`src/rtl/bcd_multi_digit_counter.sv`:
```
// rtl/bcd_multi_digit_counter.sv - multi-digit BCD up/down counter with load, clear and wrap/saturate
// Counts once per rising edge of the step strobe; digit 0 is the least significant nibble.
module bcd_multi_digit_counter #(
    parameter int                        NUM_DIGITS  = 4,
    parameter logic [4*NUM_DIGITS-1:0]   RESET_VALUE = 'h0001,
    parameter bit                        WRAP_EN     = 1'b1
) (
    input  logic                      clk,
    input  logic                      reset,
    input  logic                      step,
    input  logic                      up_down,
    input  logic                      load,
    input  logic [4*NUM_DIGITS-1:0]   load_value,
    input  logic                      clear,
    output logic [4*NUM_DIGITS-1:0]   digits,
    output logic                      wrap,
    output logic                      at_max,
    output logic                      at_min
);

    localparam int W = 4 * NUM_DIGITS;

    logic [W-1:0] digits_q, digits_d;
    logic         wrap_q, wrap_d;
    logic         step_prev_q;
    logic         step_rise;

    logic [W-1:0] inc_val, dec_val, clamp_val;
    logic         carry, borrow, all_nine, all_zero;

    assign step_rise = step & ~step_prev_q;

    always_comb begin
        inc_val   = digits_q;
        dec_val   = digits_q;
        clamp_val = '0;
        carry     = 1'b1;
        borrow    = 1'b1;
        all_nine  = 1'b1;
        all_zero  = 1'b1;
        for (int i = 0; i < NUM_DIGITS; i++) begin
            if (carry) begin
                if (digits_q[4*i +: 4] == 4'd9) begin
                    inc_val[4*i +: 4] = 4'd0;
                end else begin
                    inc_val[4*i +: 4] = digits_q[4*i +: 4] + 4'd1;
                    carry             = 1'b0;
                end
            end
            if (borrow) begin
                if (digits_q[4*i +: 4] == 4'd0) begin
                    dec_val[4*i +: 4] = 4'd9;
                end else begin
                    dec_val[4*i +: 4] = digits_q[4*i +: 4] - 4'd1;
                    borrow            = 1'b0;
                end
            end
            clamp_val[4*i +: 4] = (load_value[4*i +: 4] > 4'd9) ? 4'd9 : load_value[4*i +: 4];
            all_nine = all_nine & (digits_q[4*i +: 4] == 4'd9);
            all_zero = all_zero & (digits_q[4*i +: 4] == 4'd0);
        end
    end

    // At the limits the ripple result already equals the wrapped value, so only saturation needs gating.
    always_comb begin
        digits_d = digits_q;
        wrap_d   = 1'b0;
        if (clear) begin
            digits_d = '0;
        end else if (load) begin
            digits_d = clamp_val;
        end else if (step_rise) begin
            if (up_down) begin
                if (!all_nine || WRAP_EN) begin
                    digits_d = inc_val;
                end
                wrap_d = all_nine & WRAP_EN;
            end else begin
                if (!all_zero || WRAP_EN) begin
                    digits_d = dec_val;
                end
                wrap_d = all_zero & WRAP_EN;
            end
        end
    end

    // step_prev resets high so a strobe held through reset is not counted until it is re-pressed.
    always_ff @(posedge clk or posedge reset) begin
        if (reset) begin
            digits_q    <= RESET_VALUE;
            wrap_q      <= 1'b0;
            step_prev_q <= 1'b1;
        end else begin
            digits_q    <= digits_d;
            wrap_q      <= wrap_d;
            step_prev_q <= step;
        end
    end

    assign digits = digits_q;
    assign wrap   = wrap_q;
    assign at_max = all_nine;
    assign at_min = all_zero;

endmodule

```
`config.mk`:
```
export PLATFORM = sky130hd
export DESIGN_NAME = bcd_multi_digit_counter
export DESIGN_NICKNAME = d
export VERILOG_FILES = /design/src/rtl/bcd_multi_digit_counter.sv
export SDC_FILE = /design/constraint.sdc
export NUM_CORES = 1
export LEC_CHECK = 0
export BUFFER_PORTS_ARGS = -buffer_cell sky130_fd_sc_hd__clkbuf_2
export CAP_MARGIN = 20
export CELL_PAD_IN_SITES_DETAIL_PLACEMENT = 0
export CELL_PAD_IN_SITES_GLOBAL_PLACEMENT = 2
export CORE_MARGIN = 4
export CORE_UTILIZATION = 30
export CTS_BUF_LIST = sky130_fd_sc_hd__clkbuf_16
export CTS_CLUSTER_DIAMETER = 100
export CTS_CLUSTER_SIZE = 12
export DETAILED_ROUTE_END_ITERATION = 10
export GPL_TIMING_DRIVEN = 0
export PLACE_DENSITY = 0.88
export SYNTH_ARGS = -nofsm -noshare
export SYNTH_HDL_FRONTEND = slang
export SYNTH_SLANG_ARGS = --single-unit
```
`constraint.sdc`:
```
create_clock -name clk -period 5 [get_ports clk]
set_clock_uncertainty 0.2 [all_clocks]
set_input_delay 0.75 -clock clk [delete_from_list [all_inputs] [get_ports clk]]
set_output_delay 0.75 -clock clk [all_outputs]
set_load 0.03 [all_outputs]
```
==> Yosys cells after proc, flatten, opt, wreduce, memory -nomap -nowiden <==
Index checks and enable logic that the tools add are counted.
{ "totals": {"reg_bits": 18, "wordCells": 80} }
{ "classes": {"order_cmp": 4, "addsub": 8, "muxes": 36, "n_eq_ne": 7, "reduce_logical": 11, "n_bitwise": 8} }
{ "op_table": {"columns": ["operator", "n"], "rows": [
  ["4-bit two-way mux", 18],
  ["16-bit two-way mux", 4],
  ["4-bit by 1-bit adder with 4-bit output, second input constant", 4],
  ["4-bit == test, second input constant", 4],
  ["4-bit greater-than comparator, second input constant", 4],
  ["4-bit zero test", 4],
  ["4-bit by 1-bit subtractor with 4-bit output, second input constant", 4],
  ["1-bit two-way mux", 14],
  ["4-bit by 1-bit inequality test with 1-bit output, second input constant", 3],
  ["4-bit nonzero test", 3],
  ["3-bit AND reduction", 3],
  ["1-bit AND", 7],
  ["3-bit nonzero test", 1],
  ["1-bit NOT", 1]
]} }

==> Longest topological paths before layout <==
{ "depth": {"word_depth": 9, "ltp_mapped": 7, "mapped_depth_nobuf": 5} }

==> Least setup slack after synthesis <==
No wires, ideal clock.
{ "synth_timing": {"kind": "register -> output", "startpoint": "reg digits_q[3], in the netlist digits[3]", "endpoint": "out at_min", "t_required_ns": 4.050, "path_slack_ns": 2.288, "t_arrival_ns": 1.762, "path_buffers": 0, "path_stages_with_launch": 4, "path_cell_list": "dfrtp_1 or4_4 nand3b_4 nor2_1"} }
{ "synth_via": {"elab_chain_cells": 4} }
{ "synth_lines": {"columns": ["item", "line", "rtl"], "rows": [
  ["start: declaration", "23", "logic [W-1:0] digits_q, digits_d;"],
  ["start signal: assignment", "94", "digits_q <= digits_d;"],
  ["4-bit zero test", "60", "all_zero = all_zero & (digits_q[4*i +: 4] == 4'd0);"],
  ["1-bit AND (3 in series)", "60", null],
  ["end: declaration", "18", "output logic at_min"]
]} }
No other way between the ends.

==> Final worst setup path <==
{ "layout_timing": {"startpoint": "reg digits_q[1], in the netlist digits[1]", "endpoint": "out at_max"} }
{ "layout_via": {"elab_chain_cells": 4} }
{ "layout_lines": {"columns": ["item", "line", "rtl"], "rows": [
  ["4-bit == test", "59", "all_nine = all_nine & (digits_q[4*i +: 4] == 4'd9);"],
  ["1-bit AND (3 in series)", "59", null],
  ["end: declaration", "17", "output logic at_max,"]
]} }
No other way between the ends.

==> out/qor.yml <==
vias: 1784
post_cts_resized: 0
powerDensity_nw_per_um2: 262
p_sw_frac: 0.366
utilization: 0.384
top_layer: "met4"
drive_above_1_share: 0.231
worstPathRequired_ns: 4.05
dpl.hpwl_um: 3750
hp-start: "step"
internal_power_uw: 332
r2r_setup_slack_ns: 2.60
worstReg2RegEnd: "digits[8]"
syn_inst: 209
cts_max_level: 1
grt.total_usage: 0.157
fmax_mhz: 345
ant_nets: 0
drt_pass1_iterations: 4
tritoncts: "built"
antenna_found_initial: 0
crit_path_end_kind: "output pin"
path_class: "reg2out"
drc: 0
rsz0062_at_grt: "false"
p_switching_uw: 192
startpoint_type: "flip-flop"
cts_buffers: 3
yosys_register_bits: 18
reg2reg_depth: 6
insertion_delay_ns: 0.25
clk_pin_slew_ns: 0.06
synthArstFlopShare: 1.00
rows: 26
cts-root-buf: "clkbuf_16"
wl_met3_um: 263
coreArea_um2: 5200
synth_cell_type_count: 55
timing.max_cap.violations: 0
first_iter_violations: 77
reg2reg_from: "digits[7]"
gp_congestion: 0.794
crit_slowest_cell: "dfrtp_1"
setup_violations: 0
clock-sinks: 18
avgSynthCellArea_um2: 7.85
die_width_um: 82.0
drv_slew: 0
final_common_cell: "clkbuf_2"
p_comb_frac: 0.356
synth_edf_count: 0
die_area_um2: 6720
yosysSeqAreaShare: 0.276
nets: 275
totalWireLength_um: 5070
fin_crit_sh: 0.580
overflow: 0
portBuffers: 39
syn_nets: 231
fin_crit_ns: 2.90
final_cell_mix: "clkbuf_2 (39), o21ai_0 (24), dfrtp_1 (16), clkbuf_1 (13), nor2_1 (13)"
max_slew.worst_pin.slew_ns: 0.889
die-height_um: 82.0
wl_met1_um: 2400
arrival_ns: 1.95
clk_path_buf_depth: 2
fillerInstances: 572
cts_hold_buf: 0
hold_viol: 0
ir_drop_v: 0.000109
via_per_inst: 5.56
initial_core_util: 0.315
area_growth_pct: 21.8
setup_tns_ns: 0
ios: 41
wl_per_cell_um: 15.8
status: "finished, final reports clean"
hold_class: "in2reg"
grt_pass1_wl_um: 8310
hold_depth: 1
postCtsSetupBuffers: 0
power.total_uw: 524
crit_chain: "buf_6, or2_4, nor4_2, and4_1, clkbuf_2"
p_seq_frac: 0.325
slew_headroom: 0.403
wl_met2_um: 2380
yosysWarnings: 0
worstPathMaxFanout: 10
hold_end: "step_prev_q"
grt_max_degree: 19
diodes: 0
cpPeakStageDelay_ns: 0.40
mappedNetlistArea_um2: 1640
grt_pass1_vias: 1621
pwr-share-clk: 0.319
ys.flop_type: "dfrtp_1"
p_leak_uw: 0.000867
## logic make-up after synthesis
kind of cell    synth area share
simple gates               0.265
mux                       0.0252
compound gates             0.341
xor+xnor                  0.0107
flops                      0.276
buf+inv                   0.0823
## power groups by stage
stage | clock network (uW) | registers [uW] | logic, uW
2_1_floorplan | 0 | 193 | 114
3_3_place_gp | 0 | 173 | 186
3_5_place_dp | 0 | 173 | 186
4_1_cts | 170 | 170 | 187
5_1_grt | 179 | 173 | 205
6_report | 167 | 171 | 187
## worst max path at each step
stage,start,to,slack (ns),depth (start not counted)
floorplan,digits[3],at_min,2.29,3
global placement,up_down,digits[7],2.31,7
detailed placement,up_down,digits[7],2.33,7
CTS,digits[1],at_max,2.11,5
global route,digits[1],at_max,1.96,5
finish,digits[1],at_max,2.10,5
## critical path: cells and delay by family, from the launching register on
kind	cells	cell delay, ns
buffers and inverters	2	0.37
AND/OR/NAND/NOR	3	0.92
flip-flops	1	0.40
## registers in the layout (all words and copies together) (netlist names)
name	count
digits	16
wrap	1
step_prev_q	1
## Yosys cell counts (3+ instances only)
cell type / count / area, um2
nor2_1: 13 / 48.8
dfrtp_1: 16 / 400
nand2b_1: 7 / 43.8
nor3b_1: 3 / 22.5
o31ai_1: 3 / 22.5
a31oi_1: 3 / 18.8
and3_1: 3 / 18.8
nand3b_1: 8 / 60.1
o21ai_0: 24 / 120
a221oi_1: 7 / 61.3
a21oi_1: 11 / 55.1
buf_2: 3 / 15.0
clkbuf_1: 13 / 48.8
a211oi_1: 3 / 22.5
nand3_1: 4 / 20.0
a21o_1: 5 / 37.5
nor3_1: 8 / 40.0
o22ai_1: 3 / 18.8
inv_1: 11 / 41.3
nand2_1: 11 / 41.3
a32o_1: 3 / 30.0
mux2i_1: 3 / 30.0
a22o_1: 3 / 26.3
## through the flow
step                      std cells  worst slack [ns]  instance area (um2)  hold WS, ns
after detailed placement        318              2.33                 1920        0.433
final                           321              2.10                 2000        0.401
after global routing            321              1.96                 2000        0.393
after CTS                       321              2.11                 2000        0.398
after global placement          318              2.31                 1920        0.424
after floorplan                 209              2.29                 1640        0.487
## layout make-up
| cell class | instances | area, um2 | area share |
|---|---|---|---|
| plain buffers | 19 | 90.1 | 0.0451 |
| clock buffers | 3 | 75.1 | 0.0375 |
| inverters | 12 | 45.0 | 0.0225 |
| multi-input cells | 160 | 1050 | 0.527 |
| flip-flops and latches | 18 | 453 | 0.227 |
| well taps | 70 | 87.6 | 0.0438 |
| repair buffers | 39 | 195 | 0.0976 |
## routing by layer
layer / track usage / vias up
met5: 0 / -
met1: 0.230 / 849
li1: - / 878
met4: 0.0365 / 0
met3: 0.0241 / 4
met2: 0.242 / 53
Power figures use the tool's default switching activity.
